$ cat src/rtl/mem_ctrl_if.sv
// Bus bundle between the RAM arbiter and its IF/MEM clients and the byte RAM.
interface mem_ctrl_if #(parameter int RAM_ADDR_W = 17);
   logic                  mem_req;
   logic                  mem_r_w;
   logic [31:0]           mem_req_addr;
   logic [7:0]            mem_req_data;
   logic [7:0]            mem_data_o;
   logic                  if_req;
   logic [31:0]           if_addr;
   logic                  if_flush;
   logic [31:0]           if_inst_o;
   logic                  if_done_o;
   logic [RAM_ADDR_W-1:0] ram_addr_o;
   logic                  ram_wr_o;
   logic [7:0]            ram_dout_o;
   logic [7:0]            ram_din_i;

   // Arbiter side
   modport slave (
      input  mem_req, mem_r_w, mem_req_addr, mem_req_data,
      input  if_req, if_addr, if_flush, ram_din_i,
      output mem_data_o, if_inst_o, if_done_o, ram_addr_o, ram_wr_o, ram_dout_o
   );

   // Client / RAM side
   modport master (
      output mem_req, mem_r_w, mem_req_addr, mem_req_data,
      output if_req, if_addr, if_flush, ram_din_i,
      input  mem_data_o, if_inst_o, if_done_o, ram_addr_o, ram_wr_o, ram_dout_o
   );
endinterface

$ cat src/rtl/mem_ctrl.sv
// Single-port byte RAM arbiter: MEM byte accesses always win, IF gets
// 4-byte instruction fetches assembled into a little-endian word.
module mem_ctrl #(
   parameter int RAM_ADDR_W = 17
) (
   input logic       clk,
   input logic       rst,
   mem_ctrl_if.slave bus
);

   typedef enum logic [1:0] {IDLE, FETCH, DONE} state_t;

   state_t          state_q, state_d;
   logic [2:0]      issue_q, issue_d;
   logic [2:0]      recv_q, recv_d;
   logic            tag_vld_q, tag_vld_d;
   logic [1:0]      tag_idx_q, tag_idx_d;
   logic [3:0][7:0] byte_q, byte_d;
   logic [31:0]     inst_q, inst_d;
   logic            issuing;
   logic [31:0]     fetch_addr;
   logic            unused_hi;

   // Byte n of the fetch sits at if_addr+n; high bits drop off so the RAM wraps.
   assign fetch_addr = bus.if_addr + 32'(issue_q);
   assign unused_hi  = ^{fetch_addr[31:RAM_ADDR_W], bus.mem_req_addr[31:RAM_ADDR_W]};

   assign bus.mem_data_o = bus.ram_din_i;
   assign bus.if_inst_o  = inst_q;
   assign bus.if_done_o  = (state_q == DONE) && !bus.if_flush;

   // Fetch FSM: next state, byte issue/capture bookkeeping, word assembly.
   always_comb begin
      state_d   = state_q;
      issue_d   = issue_q;
      recv_d    = recv_q;
      tag_vld_d = 1'b0;
      tag_idx_d = tag_idx_q;
      byte_d    = byte_q;
      inst_d    = inst_q;
      issuing   = 1'b0;
      case (state_q)
         IDLE: begin
            if (bus.if_req && !bus.if_flush) begin
               state_d = FETCH;
               issue_d = 3'd0;
               recv_d  = 3'd0;
               // Byte 0 goes out in the request cycle itself when MEM is quiet.
               if (!bus.mem_req) begin
                  issuing   = 1'b1;
                  tag_vld_d = 1'b1;
                  tag_idx_d = 2'd0;
                  issue_d   = 3'd1;
               end
            end
         end
         FETCH: begin
            if (bus.if_flush || !bus.if_req) begin
               state_d = IDLE;
               issue_d = 3'd0;
               recv_d  = 3'd0;
            end else if (bus.mem_req) begin
               // MEM steals the port: drop the outstanding byte and start over.
               issue_d = 3'd0;
               recv_d  = 3'd0;
            end else begin
               if (tag_vld_q) begin
                  byte_d[tag_idx_q] = bus.ram_din_i;
                  recv_d            = recv_q + 3'd1;
               end
               if (issue_q < 3'd4) begin
                  issuing   = 1'b1;
                  tag_vld_d = 1'b1;
                  tag_idx_d = issue_q[1:0];
                  issue_d   = issue_q + 3'd1;
               end
               if (recv_d == 3'd4) begin
                  state_d = DONE;
                  inst_d  = byte_d;
               end
            end
         end
         DONE: begin
            state_d = IDLE;
            issue_d = 3'd0;
            recv_d  = 3'd0;
         end
         default: state_d = IDLE;
      endcase
   end

   // Port mux: MEM first, then an IF issue, otherwise the port idles at 0.
   always_comb begin
      bus.ram_addr_o = '0;
      bus.ram_wr_o   = 1'b0;
      bus.ram_dout_o = 8'h00;
      if (!rst) begin
         if (bus.mem_req) begin
            bus.ram_addr_o = bus.mem_req_addr[RAM_ADDR_W-1:0];
            bus.ram_wr_o   = bus.mem_r_w;
            bus.ram_dout_o = bus.mem_req_data;
         end else if (issuing) begin
            bus.ram_addr_o = fetch_addr[RAM_ADDR_W-1:0];
         end
      end
   end

   // State registers.
   always_ff @(posedge clk or posedge rst) begin
      if (rst) begin
         state_q   <= IDLE;
         issue_q   <= 3'd0;
         recv_q    <= 3'd0;
         tag_vld_q <= 1'b0;
         tag_idx_q <= 2'd0;
         byte_q    <= '0;
         inst_q    <= 32'h0;
      end else begin
         state_q   <= state_d;
         issue_q   <= issue_d;
         recv_q    <= recv_d;
         tag_vld_q <= tag_vld_d;
         tag_idx_q <= tag_idx_d;
         byte_q    <= byte_d;
         inst_q    <= inst_d;
      end
   end

endmodule

$ cat src/flat_wrapper.sv
// flat-port wrapper written by rule: the top's interface ports become plain ports
module mem_ctrl_flat 
#(
   parameter int RAM_ADDR_W = 17
)
  (clk, rst, bus_mem_req, bus_mem_r_w, bus_mem_req_addr, bus_mem_req_data, bus_if_req, bus_if_addr, bus_if_flush, bus_ram_din_i, bus_mem_data_o, bus_if_inst_o, bus_if_done_o, bus_ram_addr_o, bus_ram_wr_o, bus_ram_dout_o);
  mem_ctrl_if #(.RAM_ADDR_W(RAM_ADDR_W)) bus_i ();
  input logic clk;
  input logic rst;
  input wire logic [$bits(bus_i.mem_req)-1:0] bus_mem_req;
  input wire logic [$bits(bus_i.mem_r_w)-1:0] bus_mem_r_w;
  input wire logic [$bits(bus_i.mem_req_addr)-1:0] bus_mem_req_addr;
  input wire logic [$bits(bus_i.mem_req_data)-1:0] bus_mem_req_data;
  input wire logic [$bits(bus_i.if_req)-1:0] bus_if_req;
  input wire logic [$bits(bus_i.if_addr)-1:0] bus_if_addr;
  input wire logic [$bits(bus_i.if_flush)-1:0] bus_if_flush;
  input wire logic [$bits(bus_i.ram_din_i)-1:0] bus_ram_din_i;
  output wire logic [$bits(bus_i.mem_data_o)-1:0] bus_mem_data_o;
  output wire logic [$bits(bus_i.if_inst_o)-1:0] bus_if_inst_o;
  output wire logic [$bits(bus_i.if_done_o)-1:0] bus_if_done_o;
  output wire logic [$bits(bus_i.ram_addr_o)-1:0] bus_ram_addr_o;
  output wire logic [$bits(bus_i.ram_wr_o)-1:0] bus_ram_wr_o;
  output wire logic [$bits(bus_i.ram_dout_o)-1:0] bus_ram_dout_o;
  assign bus_i.mem_req = bus_mem_req;
  assign bus_i.mem_r_w = bus_mem_r_w;
  assign bus_i.mem_req_addr = bus_mem_req_addr;
  assign bus_i.mem_req_data = bus_mem_req_data;
  assign bus_i.if_req = bus_if_req;
  assign bus_i.if_addr = bus_if_addr;
  assign bus_i.if_flush = bus_if_flush;
  assign bus_i.ram_din_i = bus_ram_din_i;
  assign bus_mem_data_o = bus_i.mem_data_o;
  assign bus_if_inst_o = bus_i.if_inst_o;
  assign bus_if_done_o = bus_i.if_done_o;
  assign bus_ram_addr_o = bus_i.ram_addr_o;
  assign bus_ram_wr_o = bus_i.ram_wr_o;
  assign bus_ram_dout_o = bus_i.ram_dout_o;
  mem_ctrl #(.RAM_ADDR_W(RAM_ADDR_W)) u_core (.clk(clk), .rst(rst), .bus(bus_i));
endmodule
$ cat config.mk
export PLATFORM = sky130hd
export DESIGN_NAME = mem_ctrl_flat
export DESIGN_NICKNAME = d
export VERILOG_FILES = /design/src/rtl/mem_ctrl_if.sv /design/src/rtl/mem_ctrl.sv /design/src/flat_wrapper.sv
export SDC_FILE = /design/constraint.sdc
export NUM_CORES = 1
export LEC_CHECK = 0
export CAP_MARGIN = 20
export CORE_MARGIN = 5
export CORE_UTILIZATION = 49
export CTS_BUF_LIST = sky130_fd_sc_hd__clkbuf_16
export DETAILED_ROUTE_END_ITERATION = 8
export PLACE_DENSITY = 0.86
export SLEW_MARGIN = 30
export SYNTH_ARGS = -nofsm -noshare
export SYNTH_HDL_FRONTEND = slang
export SYNTH_SLANG_ARGS = --single-unit
$ cat constraint.sdc
create_clock -name clk -period 13.4 [get_ports clk]
set_input_delay 2.68 -clock clk [delete_from_list [all_inputs] [get_ports clk]]
set_output_delay 2.68 -clock clk [all_outputs]
set_load 0.05 [all_outputs]
After elaboration in Yosys (flattened, before gate mapping)
Cells that the tools add are included.

Output and inout port bits: 67. Bits in latches: 0. Bits in read-only memories: 0. Input bits: 86. Memories: 0. Flip-flop bits (word level): 75. Bits in writable memories: 0. Word-level logic and storage cells: 86.

Add/sub/neg operators: 3. Eq/ne operators: 11. Multipliers: 0. $lt $le $gt $ge: 3. Bitwise logic cells: 2. Muxes and demuxes: 42. Reduce and logical (&&, ||, !) cells: 15. Shifts and indexed selects: 0. Div/mod/pow operators: 0.

Operators by type and width (count): 17-bit 2-to-1 mux (3); 3-bit 2-to-1 mux (11); 32-bit bitwise mux (1); 32-bit 2-to-1 mux (1); 8-bit 2-to-1 mux (3); 2-bit 2-to-1 mux (9); 3-bit case mux with 3 select lines (2); 17-bit by 3-bit adder with 17-bit output (1); 8-bit demux with 2-bit select (1); 3-bit AND reduction (3); 1-bit 2-to-1 mux (8); 2-bit case mux with 2 select lines (2); 3-bit by 1-bit adder with 3-bit output, second input constant (2); 2-bit inequality test, second input constant (3); 6-bit AND reduction (1); 2-bit by 1-bit inequality test with 1-bit output, second input constant (2); 4-bit by 2-bit inequality test with 1-bit output, second input constant (1); 4-bit AND reduction (1); 3-bit equality test, second input constant (1); 1-bit logical AND (3); 2-bit by 3-bit < comparator with 1-bit output, second input constant (1); 3-bit < comparator, second input constant (1); 3-bit by 1-bit inequality test with 1-bit output, second input constant (1); 3-bit by 2-bit inequality test with 1-bit output, second input constant (1); 11 further kinds (13).

Depth between registers and ports, before layout
Gate-level depths: netlist (run 1).

Word-level depth: 10. Mapped depth: 7. Gate-level depth less buffers: 7.

Least setup slack after synthesis (run 1)
OpenSTA, ideal clock, no wires.

Kind: input to output. Start point: input rst. End point: output bus_ram_addr_o[11]. Data required time: 10720 ps. Cell stages on the path: 4. Path buffers: 1. Slack: 4917 ps. Arrival: 5803 ps. Path through: inv_1 -> o211ai_1 -> clkbuf_1 -> o21ai_1.

Word-level cells in the longest chain between the ends: 1.

RTL lines: start, declared (line flat_wrapper.sv:9) `input logic rst;`; 17-bit 2-to-1 mux (line mem_ctrl.sv:97) `if (!rst) begin`; end, declared (line flat_wrapper.sv:21) `output wire logic [$bits(bus_i.ram_addr_o)-1:0] bus_ram_addr_o;`.

No other way between the ends.

Final worst setup path (run 1)
Start point: input bus_if_addr[0]. End point: output bus_ram_addr_o[14].

Word-level cells in the longest chain between the ends: 4.

RTL lines: start, declared (line flat_wrapper.sv:15) `input wire logic [$bits(bus_i.if_addr)-1:0] bus_if_addr;`; 17-bit by 3-bit adder with 17-bit output (line mem_ctrl.sv:25) `assign fetch_addr = bus.if_addr + 32'(issue_q);`; 17-bit 2-to-1 mux (line mem_ctrl.sv:102) `end else if (issuing) begin`; 17-bit 2-to-1 mux (line mem_ctrl.sv:98) `if (bus.mem_req) begin`; 17-bit 2-to-1 mux (line mem_ctrl.sv:97).

No other way between the ends.

==> results.tsv, run 1 <==
stage	metric	value	unit
outcome	outcome	finished, final reports clean	
setup_path	Worst Path Max Fanout	5	
timing	WHS	489	ps
clock_network	clock root buffer	clkbuf_16	
floorplan	IO Pins	153	
detailed_routing	initial DRC count	163	
logic_synthesis	Cell variety after synth	55	
logic_synthesis	syn nets	495	
logic_synthesis	Ys Warns	0	
power	combinational fraction of design power	22.2	%
clock_network	setup bufs post-CTS	0	
grt	global route total overflow	0	
detailed_routing	Routed Antenna Nets	0	
grt	largest net degree at the start of global routing	76	
logic_synthesis	#FFs+latches synth	75	
power	Int Pwr	0.462	mW
floorplan	Core ar.	8680	um^2
floorplan	row count	34	
placement	HPWL after DPL	7790	um
floorplan	Die Y-Extent	104	um
clock_network	PostCTS Resize Cnt	0	
timing	Max Fclk	120	MHz
logic_synthesis	Mapped Avg Cell Area	10.9	um^2
timing	slew of the pin with the lowest slew margin	786	ps
power	PwrDens	111	nW/um^2
placement	routability cong.	0.806	
logic_synthesis	Post-synth EDFFs	0	
timing	# setup viols final	0	
timing	Slew Viols, Final	0	
logic_synthesis	Gate Count Post-Synth	398	
floorplan	Initial Util	50.1	%
grt	initial antenna violation count	0	
logic_synthesis	Seq/Total Area, Yosys	43.2	%
detailed_routing	number of vias per cell	5.84	
detailed_routing	Routed WL per cell	18.7	um
power	switching part of the total	28.8	%
logic_synthesis	commonest cells in the netlist	dfrtp_1, mux2_1, mux2i_1, a21oi_1, nand2_1	
logic_synthesis	post-synth top area cell	dfrtp_1	
logic_synthesis	post-synth top area share	43.2	%
job	Max Cap Violations	0	
clock_network	Skew-Pair Late Insertion Delay	330	ps
finish	fin util	67.5	%
clock_network	Max Buffers Root-to-Sink	2	
clock_network	hold buffer count at cts	0	
clock_network	clock-pin slew on the worst setup and hold paths	50	ps
finish	Nets	601	
timing	final worst slack	5040	ps
clock_network	# H-tree levels	3	
power	VDD IR-drop max	79.6	uV
power	P_leak	2.64	nW
logic_synthesis	async set or reset register ratio after synthesis	100	%
setup_path	Startpoint Class	primary input	
power	Sequential Power Share	39.1	%
detailed_routing	first-pass iteration count of the detailed router	4	
finish	share of cells above drive strength 1	10.0	%
detailed_routing	DRC violations left	0	
setup_path	Critical Path Sink Type	primary output	
power	clock share of power	38.7	%
timing	Sum Neg Setup Slack	0	ps
timing	Setup Skew	6.66	ps
clock_network	Clock Sinks	75	
finish	fin cells	617	
grt	All-Layer GR Usage	21.3	%
detailed_routing	Total Wirelength	11500	um
timing	unrepaired setup endpoints after global routing	no	
timing	Slew HR	47.6	%
timing	Hold Fails Final Rpt	0	
min_path	Worst Hold Class	reg -> reg	
placement	Port Buffer Count	122	
grt	via count of the first global-routing pass	3766	
grt	first-pass GRT wire length	19200	um
clock_network	CTS tree	yes	
timing	crit path time final	8360	ps
power	Net Sw Power	0.187	mW
detailed_routing	Vias	3606	
logic_synthesis	most common cell in the netlist	dfrtp_1	
finish	Antenna diodes	0	
setup_path	worst path arrival time	5680	ps
finish	area delta synth->final	34.6	%
logic_synthesis	Synth area leaders	dfrtp_1, mux2_1, mux2i_1	
setup_path	kind of critical path	in -> out	
finish	post-route design area	5850	um^2
placement	worst slack, placed	5040	ps
setup_path	CP required	10720	ps
power	Pwr Total	0.649	mW
clock_network	CTS Buf Count	9	
placement	placed cell count	601	
timing	Final period util	62.4	%
logic_synthesis	Mapped Area	4350	um^2
floorplan	die width	104	um
logic_synthesis	Synth Flop Type	dfrtp_1	
floorplan	Die Area	10900	um^2
placement	area post-placement	5540	um^2
-- power groups by stage --
stage / Clock [mW] / Combinational (mW) / Sequential (mW)
finish: 0.251 / 0.144 / 0.254
global route: 0.265 / 0.157 / 0.256
CTS: 0.254 / 0.145 / 0.254
detailed placement: 0 / 0.142 / 0.256
global placement: 0 / 0.138 / 0.255
floorplan: 0 / 0.0961 / 0.253
-- final timing paths --
kind                                        from                        to  slack (ps)  cells after the start
worst max-delay path              bus_if_addr[0]        bus_ram_addr_o[14]        5040                      9
worst min-delay path            u_core.byte_q[0]          u_core.byte_q[0]         490                      1
worst max register to register  u_core.tag_vld_q         u_core.state_q[0]       10950                      5
worst min register to register  u_core.byte_q[0]          u_core.byte_q[0]         490                      1
max in group asynchronous                    rst  u_core.bus.if_inst_o[15]        9990                      3
min in group asynchronous                    rst         u_core.issue_q[0]        2960                      3
-- cells by family after synthesis --
kind of cell,Yosys count,share of synthesized area [%]
compound gates,114,18.7
xor+xnor,10,2.01
fa+ha+maj,11,3.34
buf+inv,45,5.84
flops,75,43.2
mux,67,16.4
simple gates,76,10.5
-- state kept, by name (all words and copies together) (netlist names) --
signal / count
u_core.byte_q: 32
u_core.issue_q: 3
u_core.tag_idx_q: 2
u_core.bus.if_inst_o: 32
u_core.tag_vld_q: 1
u_core.state_q: 2
u_core.recv_q: 3
-- worst max-delay path: stages --
cell             delay [ps]
clkdlybuf4s50_1         470
ha_1                    170
inv_1                    60
fa_1                    400
nor2b_1                 260
o211ai_1                230
or4_1                   510
nand3_1                  90
clkdlybuf4s50_1         800
-- final cells by class --
type | instances | area [um^2]
repair buffers | 128 | 1270
fillers | 654 | 2820
clock buffers | 9 | 225
well taps | 108 | 135
flip-flops and latches | 75 | 1880
multi-input cells | 278 | 2220
clock inverters | 7 | 83.8
inverters | 12 | 45.0
-- metal layers --
layer	track usage, %	routed length [um]	vias up
li1	-	-	1683
met2	35.4	5700	124
met3	3.72	565	22
met4	8.33	284	0
met5	0	0	-
met1	27.7	4970	1777
-- cells in the final DEF, fill, tap and decap left out, types with 5 or more instances in the layout --
cell type	netlist	layout
ha_1	10	10
a21oi_2	10	10
a31oi_1	23	23
o21ai_1	14	14
nor2b_1	5	5
xor2_1	5	5
a21oi_1	31	31
a31oi_2	10	10
mux2i_1	33	33
clkbuf_16	0	9
inv_1	11	11
mux2_1	33	33
xnor2_1	5	5
clkdlybuf4s50_1	0	122
o211ai_1	5	5
dfrtp_1	75	75
nand2_1	24	24
and2_1	10	10
nand3_1	11	11
buf_4	10	5
No activity file was read; power rests on OpenSTA's default activity.
==> run 2: changes to the inputs <==
--- a/config.mk
+++ b/config.mk
@@ -7,10 +7,10 @@
 export LEC_CHECK = 0
 export CAP_MARGIN = 20
 export CORE_MARGIN = 5
-export CORE_UTILIZATION = 49
+export CORE_UTILIZATION = 41
 export CTS_BUF_LIST = sky130_fd_sc_hd__clkbuf_16
 export DETAILED_ROUTE_END_ITERATION = 8
-export PLACE_DENSITY = 0.86
+export PLACE_DENSITY = 0.77
 export SLEW_MARGIN = 30
 export SYNTH_ARGS = -nofsm -noshare
 export SYNTH_HDL_FRONTEND = slang
==> constraint.sdc (replaced) <==
create_clock -name clk -period 7 [get_ports clk]
set_input_delay 1.4 -clock clk [delete_from_list [all_inputs] [get_ports clk]]
set_output_delay 1.4 -clock clk [all_outputs]
set_load 0.05 [all_outputs]
==> run 2 against run 1 <==
Against the previous run:
- sequential cell count unchanged
- die area grew 18%
- first-iteration DRC count up 26%
- power up 84%
- largest cell class unchanged
==> results.tsv, run 2 (synthesis results as in run 1) <==
stage	metric	value	unit	change
timing	crit path time final	5800	ps	
timing	Final period util	82.9	%	
timing	Sum Neg Setup Slack	0	ps	unchanged
finish	Nets	602		+0.17%
job	Max Cap Violations	0		unchanged
timing	unrepaired setup endpoints after global routing	no		
placement	HPWL after DPL	8030	um	+3.1%
clock_network	Max Buffers Root-to-Sink	2		unchanged
floorplan	IO Pins	153		unchanged
grt	All-Layer GR Usage	17.8	%	-3.5 points
placement	Port Buffer Count	122		unchanged
detailed_routing	Vias	3551		-1.5%
grt	global route total overflow	0		unchanged
clock_network	CTS Buf Count	9		unchanged
min_path	Worst Hold Class	reg -> reg		
floorplan	row count	37		+8.8%
timing	Slew Viols, Final	0		unchanged
finish	area delta synth->final	34.8	%	
detailed_routing	Total Wirelength	11300	um	-1.8%
clock_network	clock root buffer	clkbuf_16		
setup_path	Startpoint Class	primary input		
finish	most common cell after layout, fill and taps aside	clkdlybuf4s50_1		
detailed_routing	DRC violations left	0		unchanged
detailed_routing	number of vias per cell	5.51		-5.8%
detailed_routing	initial DRC count	206		+26%
timing	# setup viols final	0		unchanged
setup_path	CP required	5600	ps	-5120 ps
timing	slew of the pin with the lowest slew margin	760	ps	-26.0 ps
outcome	outcome	finished, final reports clean		
grt	first-pass GRT wire length	18600	um	-3.1%
clock_network	clock-pin slew on the worst setup and hold paths	50	ps	about the same
detailed_routing	Routed Antenna Nets	0		unchanged
setup_path	worst path arrival time	4400	ps	-1280 ps
floorplan	Core ar.	10300	um^2	+19%
timing	WHS	483	ps	-6.41 ps
finish	share of cells above drive strength 1	10.0	%	unchanged
grt	via count of the first global-routing pass	3682		-2.2%
clock_network	# H-tree levels	3		unchanged
grt	initial antenna violation count	0		unchanged
timing	Hold Fails Final Rpt	0		unchanged
floorplan	Die Area	12800	um^2	+18%
floorplan	die width	113	um	+8.4%
detailed_routing	first-pass iteration count of the detailed router	4		unchanged
clock_network	CTS tree	yes		
clock_network	PostCTS Resize Cnt	0		unchanged
grt	largest net degree at the start of global routing	76		unchanged
setup_path	Critical Path Sink Type	primary output		
timing	Max Fclk	172	MHz	
power	P_leak	2.63	nW	-0.20%
setup_path	Worst Path Max Fanout	5		unchanged
setup_path	kind of critical path	in -> out		
clock_network	setup bufs post-CTS	0		unchanged
clock_network	Clock Sinks	75		unchanged
clock_network	hold buffer count at cts	0		unchanged
finish	most frequent cells in the layout	clkdlybuf4s50_1, dfrtp_1, mux2i_1, mux2_1, a21oi_1		
timing	Slew HR	49.3	%	+1.7 points
finish	Fill cells	892		+36%
timing	Setup Skew	5.58	ps	-1.09 ps
floorplan	Die Y-Extent	113	um	+8.4%
floorplan	Initial Util	42.1	%	-8.0 points
clock_network	Skew-Pair Late Insertion Delay	330	ps	about the same
power	PwrDens	203	nW/um^2	+84%
placement	routability cong.	0.759		-5.8%
finish	Antenna diodes	0		unchanged
power	VDD IR-drop max	174	uV	+120%
detailed_routing	Routed WL per cell	17.5	um	-6.0%
[run 2: final cells by class]
class                           instances  area [um^2]  area share [%]
Multi-Input combinational cell        278         2220            37.8
Sequential cell                        75         1880            32.0
Timing Repair Buffer                  129         1280            21.8
Clock buffer                            9          225            3.84
Tap cell                              136          170            2.90
Clock inverter                          6         50.0           0.854
Inverter                               12         45.0           0.768
[run 2: critical path: stages]
cell and delay (ps):
clkdlybuf4s50_1 460, ha_1 160, inv_1 50, fa_1 410, nor2b_1 260, o211ai_1 240
or4_1 510, nand3_1 90, clkdlybuf4s50_1 810
[run 2: metal layers]
| layer | global-route usage (%) | part of all wire, % | vias to the layer above |
|---|---|---|---|
| met1 | 22.6 | 45 | 1765 |
| met2 | 30.8 | 50 | 99 |
| met3 | 3.85 | 4.0 | 13 |
| met5 | 0 | 0 | - |
| li1 | - | - | 1674 |
| met4 | 4.81 | 1.3 | 0 |
[run 2: path summary, 6_finish.rpt]
| kind | start | end | slack [ps] | cells past startpoint |
|---|---|---|---|---|
| max | bus_if_addr[0] | bus_ram_addr_o[14] | 1200 | 9 |
| min | u_core.byte_q[20] | u_core.byte_q[20] | 480 | 1 |
| max reg2reg | u_core.tag_vld_q | u_core.state_q[0] | 4590 | 5 |
| min reg2reg | u_core.byte_q[20] | u_core.byte_q[20] | 480 | 1 |
| max in group asynchronous | rst | u_core.bus.if_inst_o[4] | 4880 | 3 |
| min in group asynchronous | rst | u_core.issue_q[1] | 1680 | 3 |
[run 2: power breakdown]
group / switching, mW / internal, mW / total, mW
registers: 0.0223 / 0.462 / 0.485
logic: 0.161 / 0.115 / 0.276
clock network: 0.164 / 0.268 / 0.432
total: 0.347 / 0.845 / 1.19
[run 2: stage by stage]
step	area [um^2]	worst slack, ps	power, mW	utilization (%)	std cells
6_report	5860	1200	1.19	56.8	645
5_1_grt	5860	1070	1.25	56.8	645
4_1_cts	5860	1200	1.20	56.8	645
3_5_place_dp	5580	1210	0.767	54.1	630
3_3_place_gp	5580	1240	0.756	54.0	629
2_1_floorplan	4350	1080	0.668	-	398
==> run 3: changes to the inputs <==
==> constraint.sdc (replaced) <==
create_clock -name clk -period 5.1 [get_ports clk]
set_input_delay 1.02 -clock clk [delete_from_list [all_inputs] [get_ports clk]]
set_output_delay 1.02 -clock clk [all_outputs]
set_load 0.05 [all_outputs]
==> run 3 against run 2 <==
Against the previous run:
- first-iteration DRC count up 0.97%
- non-clock buffer count unchanged
- power up 46%
- combinational power is 35% higher
- critical path depth unchanged
- sequential share of layout area about the same
- utilization barely moved
- sequential power rose by 37%
- hold slack better by 2.6 ps
- clock power rose by 63%
- die area is the same
==> results.tsv, run 3 (synthesis results as in run 1) <==
stage	metric	value	unit	change
min_path	Worst Hold Class	reg -> reg		
grt	global route total overflow	0		unchanged
setup_path	Critical Path Sink Type	primary output		
timing	crit path time final	4440	ps	
finish	share of cells above drive strength 1	15.7	%	+5.7 points
setup_path	CP required	4080	ps	-1520 ps
floorplan	Die Area	12800	um^2	unchanged
finish	most common cell after layout, fill and taps aside	clkdlybuf4s50_1		
finish	Nets	602		unchanged
placement	routability cong.	0.781		+2.9%
clock_network	clock-pin slew on the worst setup and hold paths	60	ps	about the same
finish	fin util	56.7	%	about the same
timing	Final period util	87.0	%	
timing	Slew HR	48.7	%	-0.64 points
timing	Hold Fails Final Rpt	0		unchanged
floorplan	die width	113	um	unchanged
detailed_routing	Total Wirelength	11000	um	-3.2%
placement	placed cell count	630		unchanged
detailed_routing	Routed WL per cell	17.0	um	-3.2%
timing	Slew Viols, Final	0		unchanged
timing	slew of the pin with the lowest slew margin	770	ps	+9.65 ps
power	P_leak	2.69	nW	+2.3%
placement	worst slack, placed	672	ps	-541 ps
clock_network	Clock Sinks	75		unchanged
grt	initial antenna violation count	0		unchanged
setup_path	worst path arrival time	3420	ps	-980 ps
finish	most frequent cells in the layout	clkdlybuf4s50_1, dfrtp_1, mux2i_1, mux2_1, buf_4		
timing	unrepaired setup endpoints after global routing	no		
clock_network	CTS Buf Count	9		unchanged
placement	HPWL after DPL	7920	um	-1.5%
setup_path	kind of critical path	in -> out		
power	Pwr Total	1.74	mW	+46%
floorplan	row count	37		unchanged
clock_network	# H-tree levels	3		unchanged
clock_network	hold buffer count at cts	0		unchanged
clock_network	setup bufs post-CTS	0		unchanged
clock_network	PostCTS Resize Cnt	0		unchanged
timing	final worst slack	663	ps	-537 ps
detailed_routing	Routed Antenna Nets	0		unchanged
floorplan	Die Y-Extent	113	um	unchanged
detailed_routing	Vias	3552		+0.028%
outcome	outcome	finished, final reports clean		
clock_network	Max Buffers Root-to-Sink	2		unchanged
grt	first-pass GRT wire length	17800	um	-4.5%
setup_path	CP cell instances	clkdlybuf4s50_1, ha_1, inv_1, fa_1, nor2b_1, o211ai_1, or4_1, nand3_1, buf_4		
detailed_routing	first-pass iteration count of the detailed router	4		unchanged
finish	fin cells	645		unchanged
timing	Max Fclk	225	MHz	
finish	area delta synth->final	34.7	%	about the same
clock_network	clock root buffer	clkbuf_16		
timing	# setup viols final	0		unchanged
grt	All-Layer GR Usage	17.1	%	-0.75 points
floorplan	Initial Util	42.1	%	unchanged
clock_network	CTS tree	yes		
timing	Setup Skew	7.25	ps	+1.67 ps
placement	Port Buffer Count	122		unchanged
floorplan	IO Pins	153		unchanged
grt	via count of the first global-routing pass	3583		-2.7%
setup_path	Worst Path Max Fanout	5		unchanged
detailed_routing	DRC violations left	0		unchanged
floorplan	Core ar.	10300	um^2	unchanged
placement	area post-placement	5520	um^2	-1.1%
finish	post-route design area	5860	um^2	about the same
setup_path	Max stage delay on crit path	520	ps	-290 ps
detailed_routing	initial DRC count	208		+0.97%
job	Max Cap Violations	0		unchanged
finish	Antenna diodes	0		unchanged
power	VDD IR-drop max	215	uV	+24%
setup_path	Startpoint Class	primary input		
clock_network	Skew-Pair Late Insertion Delay	330	ps	about the same
timing	WHS	486	ps	+2.65 ps
power	PwrDens	297	nW/um^2	+46%
timing	Sum Neg Setup Slack	0	ps	unchanged
grt	largest net degree at the start of global routing	76		unchanged
detailed_routing	number of vias per cell	5.51		about the same
setup_path	CP max-delay cell	or4_1		
run 3: changes by cell type in the layout (fill, tap and decap cells not counted), sizes merged:
cell,delta
inv,-2
clkinvlp,+2
clkinv,-2
clkdlybuf4s50,-26
buf,+26
bufinv,+2
run 3: power by group:
group / total, mW / internal, mW / switching [mW]
registers: 0.663 / 0.635 / 0.0284
logic: 0.372 / 0.154 / 0.218
clock network: 0.703 / 0.472 / 0.231
run 3: area by class of cell:
type / instances / area (um^2)
inverters: 12 / 48.8
well taps: 136 / 170
flip-flops and latches: 75 / 1880
multi-input cells: 278 / 2220
clock inverters: 6 / 106
clock buffers: 9 / 225
fillers: 852 / 4470
repair buffers: 129 / 1210
run 3: layer usage:
| metal | global-route usage [%] | part of all wire (%) | up-vias |
|---|---|---|---|
| met5 | 0 | 0 | - |
| met2 | 29.8 | 51 | 102 |
| met1 | 21.1 | 43 | 1751 |
| met3 | 3.32 | 4.7 | 14 |
| met4 | 6.01 | 1.9 | 0 |
| li1 | - | - | 1685 |
run 3: final timing paths:
check                      cells after the start                       end  slack, ps               from
min                                            1         u_core.byte_q[19]        490  u_core.byte_q[19]
min reg2reg                                    1         u_core.byte_q[19]        490  u_core.byte_q[19]
max in group asynchronous                      3         u_core.issue_q[1]       3310                rst
max reg2reg                                    6  u_core.bus.if_inst_o[14]       2540   u_core.recv_q[0]
min in group asynchronous                      3         u_core.state_q[1]       1330                rst
max                                            9        bus_ram_addr_o[14]        660     bus_if_addr[0]
run 3: worst max-delay path: cells and delay by family:
kind                     cells  cell delay [ps]
AO/OA/AOI/OAI                1              240
buffers and inverters        3              710
adder cells (fa/ha/maj)      2              560
AND/OR/NAND/NOR              3              880
